--- src/rtl/mod_updown_counter_if.sv ---
// Control/status bundle for mod_updown_counter; the master drives the controls and reads the count.
// With CNT_CMP_EN defined the bundle also carries the compare value CMP and the MATCH flag.
interface mod_updown_counter_if #(
  parameter int WIDTH = 8
);
  logic             SCLRn;
  logic             LDn;
  logic             ENP;
  logic             ENT;
  logic             UP;
  logic [WIDTH-1:0] D;
  logic [WIDTH-1:0] Q;
  logic             RCO;
  logic             WRAP;
`ifdef CNT_CMP_EN
  logic [WIDTH-1:0] CMP;
  logic             MATCH;

  modport master (output SCLRn, LDn, ENP, ENT, UP, D, CMP,
                  input  Q, RCO, WRAP, MATCH);
  modport slave  (input  SCLRn, LDn, ENP, ENT, UP, D, CMP,
                  output Q, RCO, WRAP, MATCH);
`else
  modport master (output SCLRn, LDn, ENP, ENT, UP, D,
                  input  Q, RCO, WRAP);
  modport slave  (input  SCLRn, LDn, ENP, ENT, UP, D,
                  output Q, RCO, WRAP);
`endif
endinterface

--- src/rtl/mod_updown_counter.sv ---
// Up/down modulo counter with clear, load, ENP/ENT cascade enables, RCO and a WRAP pulse.
// Optional compare output MATCH is built only when CNT_CMP_EN is defined.
module mod_updown_counter #(
  parameter int              WIDTH   = 8,
  parameter longint unsigned MODULUS = longint'(1) << WIDTH,
  parameter int unsigned     RST_VAL = 0
) (
  input  logic                  CLK,
  input  logic                  CLR,
  mod_updown_counter_if.slave   bus
);

  localparam logic [WIDTH-1:0] MAX   = WIDTH'(MODULUS - longint'(1));
  localparam logic [WIDTH-1:0] RST_Q = WIDTH'(RST_VAL);

  logic [WIDTH-1:0] r_q;
  logic             r_wrap;
  logic [WIDTH-1:0] w_q_nxt;
  logic             w_wrap_nxt;
  logic             w_term;
  logic             w_step;

  // Out-of-range values (after a load) fold back to 0 going up and to MAX going down.
  function automatic logic [WIDTH-1:0] f_step_up(input logic [WIDTH-1:0] q);
    return (q >= MAX) ? '0 : q + WIDTH'(1);
  endfunction

  function automatic logic [WIDTH-1:0] f_step_dn(input logic [WIDTH-1:0] q);
    if (q == '0)       return MAX;
    else if (q > MAX)  return MAX;
    else               return q - WIDTH'(1);
  endfunction

  assign w_term = bus.UP ? (r_q == MAX) : (r_q == '0);
  assign w_step = bus.ENP & bus.ENT;

  always_comb begin
    w_q_nxt    = r_q;
    w_wrap_nxt = 1'b0;
    if (!bus.SCLRn) begin
      w_q_nxt = '0;
    end else if (!bus.LDn) begin
      w_q_nxt = bus.D;
    end else if (w_step) begin
      w_wrap_nxt = w_term;
      w_q_nxt    = bus.UP ? f_step_up(r_q) : f_step_dn(r_q);
    end
  end

  always_ff @(posedge CLK or posedge CLR) begin
    if (CLR) begin
      r_q    <= RST_Q;
      r_wrap <= 1'b0;
    end else begin
      r_q    <= w_q_nxt;
      r_wrap <= w_wrap_nxt;
    end
  end

  assign bus.Q    = r_q;
  assign bus.WRAP = r_wrap;
  // RCO is gated only by ENT so that a cascade's carry ripples combinationally in one cycle.
  assign bus.RCO  = w_term & bus.ENT;

`ifdef CNT_CMP_EN
  logic r_match;

  // Compares against the value Q is about to take, so MATCH lines up with Q.
  always_ff @(posedge CLK or posedge CLR) begin
    if (CLR) r_match <= 1'b0;
    else     r_match <= (w_q_nxt == bus.CMP);
  end

  assign bus.MATCH = r_match;
`endif

endmodule

--- src/flat_wrapper.sv ---
// flat-port wrapper written by rule: the top's interface ports become plain ports
module mod_updown_counter_flat 
#(
  parameter int              WIDTH   = 8,
  parameter longint unsigned MODULUS = longint'(1) << WIDTH,
  parameter int unsigned     RST_VAL = 0
)
  (CLK, CLR, bus_SCLRn, bus_LDn, bus_ENP, bus_ENT, bus_UP, bus_D, bus_Q, bus_RCO, bus_WRAP);
  mod_updown_counter_if #(.WIDTH(WIDTH)) bus_i ();
  input  logic CLK;
  input  logic CLR;
  input wire logic [$bits(bus_i.SCLRn)-1:0] bus_SCLRn;
  input wire logic [$bits(bus_i.LDn)-1:0] bus_LDn;
  input wire logic [$bits(bus_i.ENP)-1:0] bus_ENP;
  input wire logic [$bits(bus_i.ENT)-1:0] bus_ENT;
  input wire logic [$bits(bus_i.UP)-1:0] bus_UP;
  input wire logic [$bits(bus_i.D)-1:0] bus_D;
  output wire logic [$bits(bus_i.Q)-1:0] bus_Q;
  output wire logic [$bits(bus_i.RCO)-1:0] bus_RCO;
  output wire logic [$bits(bus_i.WRAP)-1:0] bus_WRAP;
  assign bus_i.SCLRn = bus_SCLRn;
  assign bus_i.LDn = bus_LDn;
  assign bus_i.ENP = bus_ENP;
  assign bus_i.ENT = bus_ENT;
  assign bus_i.UP = bus_UP;
  assign bus_i.D = bus_D;
  assign bus_Q = bus_i.Q;
  assign bus_RCO = bus_i.RCO;
  assign bus_WRAP = bus_i.WRAP;
  mod_updown_counter #(.WIDTH(WIDTH), .MODULUS(MODULUS), .RST_VAL(RST_VAL)) u_core (.CLK(CLK), .CLR(CLR), .bus(bus_i));
endmodule
--- config.mk ---
export PLATFORM = sky130hd
export DESIGN_NAME = mod_updown_counter_flat
export DESIGN_NICKNAME = d
export VERILOG_FILES = /design/src/rtl/mod_updown_counter_if.sv /design/src/rtl/mod_updown_counter.sv /design/src/flat_wrapper.sv
export SDC_FILE = /design/constraint.sdc
export NUM_CORES = 1
export LEC_CHECK = 0
export ABC_AREA = 1
export BUFFER_PORTS_ARGS = -buffer_cell sky130_fd_sc_hd__buf_2
export CORE_MARGIN = 2
export CORE_UTILIZATION = 50
export CTS_BUF_LIST = sky130_fd_sc_hd__clkbuf_4 sky130_fd_sc_hd__clkbuf_8
export CTS_CLUSTER_SIZE = 40
export DETAILED_ROUTE_END_ITERATION = 12
export GPL_TIMING_DRIVEN = 0
export MAX_ROUTING_LAYER = met4
export PLACE_DENSITY = 0.76
export SYNTH_ARGS = -nofsm -noshare
export SYNTH_HDL_FRONTEND = slang
export SYNTH_SLANG_ARGS = --single-unit
--- constraint.sdc ---
create_clock -name CLK -period 1.6 [get_ports CLK]
set_input_delay 0.08 -clock CLK [delete_from_list [all_inputs] [get_ports CLK]]
set_output_delay 0.08 -clock CLK [all_outputs]
set_load 0.05 [all_outputs]
==> results.ini <==
[logic_synthesis]
synth_commonest_cells=nand2_1 (52), inv_1 (17), nand3_1 (16), nor2_1 (15), dfrtp_1 (9)
ys_seq_elements=9
synth_area_um2=960
synth.avg_cell_area_um2=6.23
yosysTopAreaCell=dfrtp_1
synthTopCellsByArea=dfrtp_1 (23%), nand2_1 (20%), nand3_1 (8.3%)
synth.most_common_cell=nand2_1
synth_enable_flop_cells=0
yosysWarnings=0
synth.distinct_cells=26
synth_top_cell_area_share_pct=23.5
syn_inst=154
synthFlopType=dfrtp_1
synth_seq_area_share_pct=23.5
synthArstFlopShare_pct=100
syn_nets=172

[sta]
period_share_pct=99.1
setup_ws_ns=0.0138
rsz0062_at_grt=true
slew_headroom_pct=75.3
finClkSkew_ns=0.00230
finalSetupTns_ns=0
period_minus_slack_ns=1.59
setup_viol=0
timing.hold.ws_ns=0.110
worstMarginPinSlew_ns=0.370
fmax_mhz=630
hold_viol_final=0
final_max_slew_viol_count=0

[hold_path]
min_path_type=input port to flip-flop
hp-start=bus_D[2]

[job]
maxCapViolCount=0

[power]
seq_power_share_pct=31.1
power-per-cell-area_mw_per_mm2=737
p_leak_nw=0.671
intPower_mw=0.531
total_power_mw=0.931
clkPwrFrac_pct=21.4
combPwrFrac_pct=47.5
swShare_pct=43.0
p_sw_mw=0.400
ir_worst_vdd_mv=0.550

[die]
die_area_mm2=0.00229
ios=25
start_util_pct=54.4
die_w_um=47.8
die_h_um=47.8
rows=15
core_area_mm2=0.00176

[layout]
final_area_mm2=0.00126
area_growth_pct=31.7
antenna_cells=0
drive_gt1_share_pct=35.4
layout.nets=211

[grt]
grt_pass1_vias=960
grt_overflow=0
grt_pass1_wl_um=4040
grt_antenna_before_repair=0
grt_start_max_net_pins=12
grt_util_all_layers_pct=26.4

[placement]
place.gp.congestion=0.863
hpwl_um=1880
post_dp_cell_area_mm2=0.00112
pre_cts_slack_ns=-0.00465
io_buffers=24

[clock_tree]
clock_path_buffers=2
cts_htree_levels=1
cts_sinks=9
clk_pin_slew_ns=0.06
insertion_delay_ns=0.26
cts_tree=built
cts_buffers=3
cts-root-buf=clkbuf_4

[critical_path]
path_cells=buf_6 > nor2_4 > nand2_2 > o21ai_2 > nand2_2 > nor2_4 > buf_6
cp_slowest_cell=dfrtp_2
cpPeakStageDelay_ns=0.40
critPathArrivalTime_ns=1.51
path_buf_inv=2
cpLargestDelayFamily=flip-flops
cp-start-kind=flip-flop
reg2reg_from=u_core.bus.Q[0]
critPathCaptureType=primary output
worstPathMaxFanout=8
crit_type=flip-flop to primary output
cp.required_ns=1.52
worstSetupStartpoint=u_core.bus.Q[2]

[drt]
ant_nets=0
via_count=1093
drt_pre_antenna_iters=4
highest_layer=met4
viasPerCell=5.04
wire_per_inst_um=11.5
routed_wl_um=2490
wl_met1_um=1120
drtIter0Drc=34
met2WireLength_um=1200
wl_met3_um=141
drc=0

[status]
outcome=finished, final reports clean

[state kept, by name (all words and copies together) (netlist names)]
name	cells
u_core.bus.Q	8
u_core.bus.WRAP	1
[cell type report]
type                       count  area, um2
inverter                      18       70.1
sequential                     9        233
fill                         170        500
tap                           25       31.3
multi-input combinational    123        649
buffer                         3       38.8
clock buffer                   4       30.0
timing repair buffer          35        211
[placed cells by master, fill, tap and decap left out, drive strengths merged, types with 2 or more instances in the layout]
cell type	netlist	routed
clkbuf	2	6
xor2	2	2
nand4	3	3
o21ai	13	13
inv	18	18
ha	3	3
a21oi	3	3
nor2	20	20
nand3	17	17
dfrtp	9	9
o21a	2	2
buf	2	35
nand2	56	56
[power by group through the flow]
stage | Combinational, mW | Clock, mW | Sequential (mW)
2_1_floorplan | 0.235 | 0 | 0.348
3_3_place_gp | 0.384 | 0 | 0.282
3_5_place_dp | 0.391 | 0 | 0.283
4_1_cts | 0.438 | 0.200 | 0.289
5_1_grt | 0.486 | 0.218 | 0.293
6_report | 0.443 | 0.199 | 0.289
[worst min-delay path, delay by kind of cell]
kind / cells / cell delay, ns
AND/OR/NAND/NOR: 2 / 0.09
buffers and inverters: 1 / 0.07
AO/OA/AOI/OAI: 1 / 0.09
[metrics by stage]
step,std cells,util (%)
after floorplan,154,-
after global placement,203,63.7
after detailed placement,203,63.7
after CTS,217,71.5
after global routing,217,71.6
final,217,71.6
[final timing paths]
path / slack (ns) / endpoint / cells past startpoint
min: 0.11 / u_core.bus.Q[2] / 4
min reg2reg: 0.62 / u_core.bus.Q[6] / 2
max: 0.01 / bus_RCO / 7
max in group asynchronous: 0.97 / u_core.bus.Q[3] / 3
min in group asynchronous: 0.34 / u_core.bus.WRAP / 3
max reg2reg: 0.14 / u_core.bus.Q[2] / 8
[kinds of logic (layout without fill, tap and decap cells)]
group / after synthesis / count (layout) / share of synthesized area (%)
xor gates and xnor gates: 2 / 2 / 1.83
and+or+nand+nor: 98 / 98 / 46.4
buffers and inverters: 22 / 60 / 12.3
AOI/OAI and AO/OA: 20 / 20 / 12.1
DFF: 9 / 9 / 23.5
adders and majority gates: 3 / 3 / 3.91
[timing repair]
item                                    CTS  global route
buffers inserted                         10             0
gates resized for setup                  12             1
hold buffers                              1             0
pin swaps                                 7             1
gates cloned                              0             0
hold endpoints to repair                  9             0
endpoints found under the setup margin    1             2
[per-layer routing]
layer / vias to the layer above / GRT usage, %
li1: 569 / -
met1: 483 / 32.6
met2: 37 / 43.2
met3: 4 / 4.53
met4: 0 / 9.19
met5: - / -
Power figures use the tool's default switching activity.
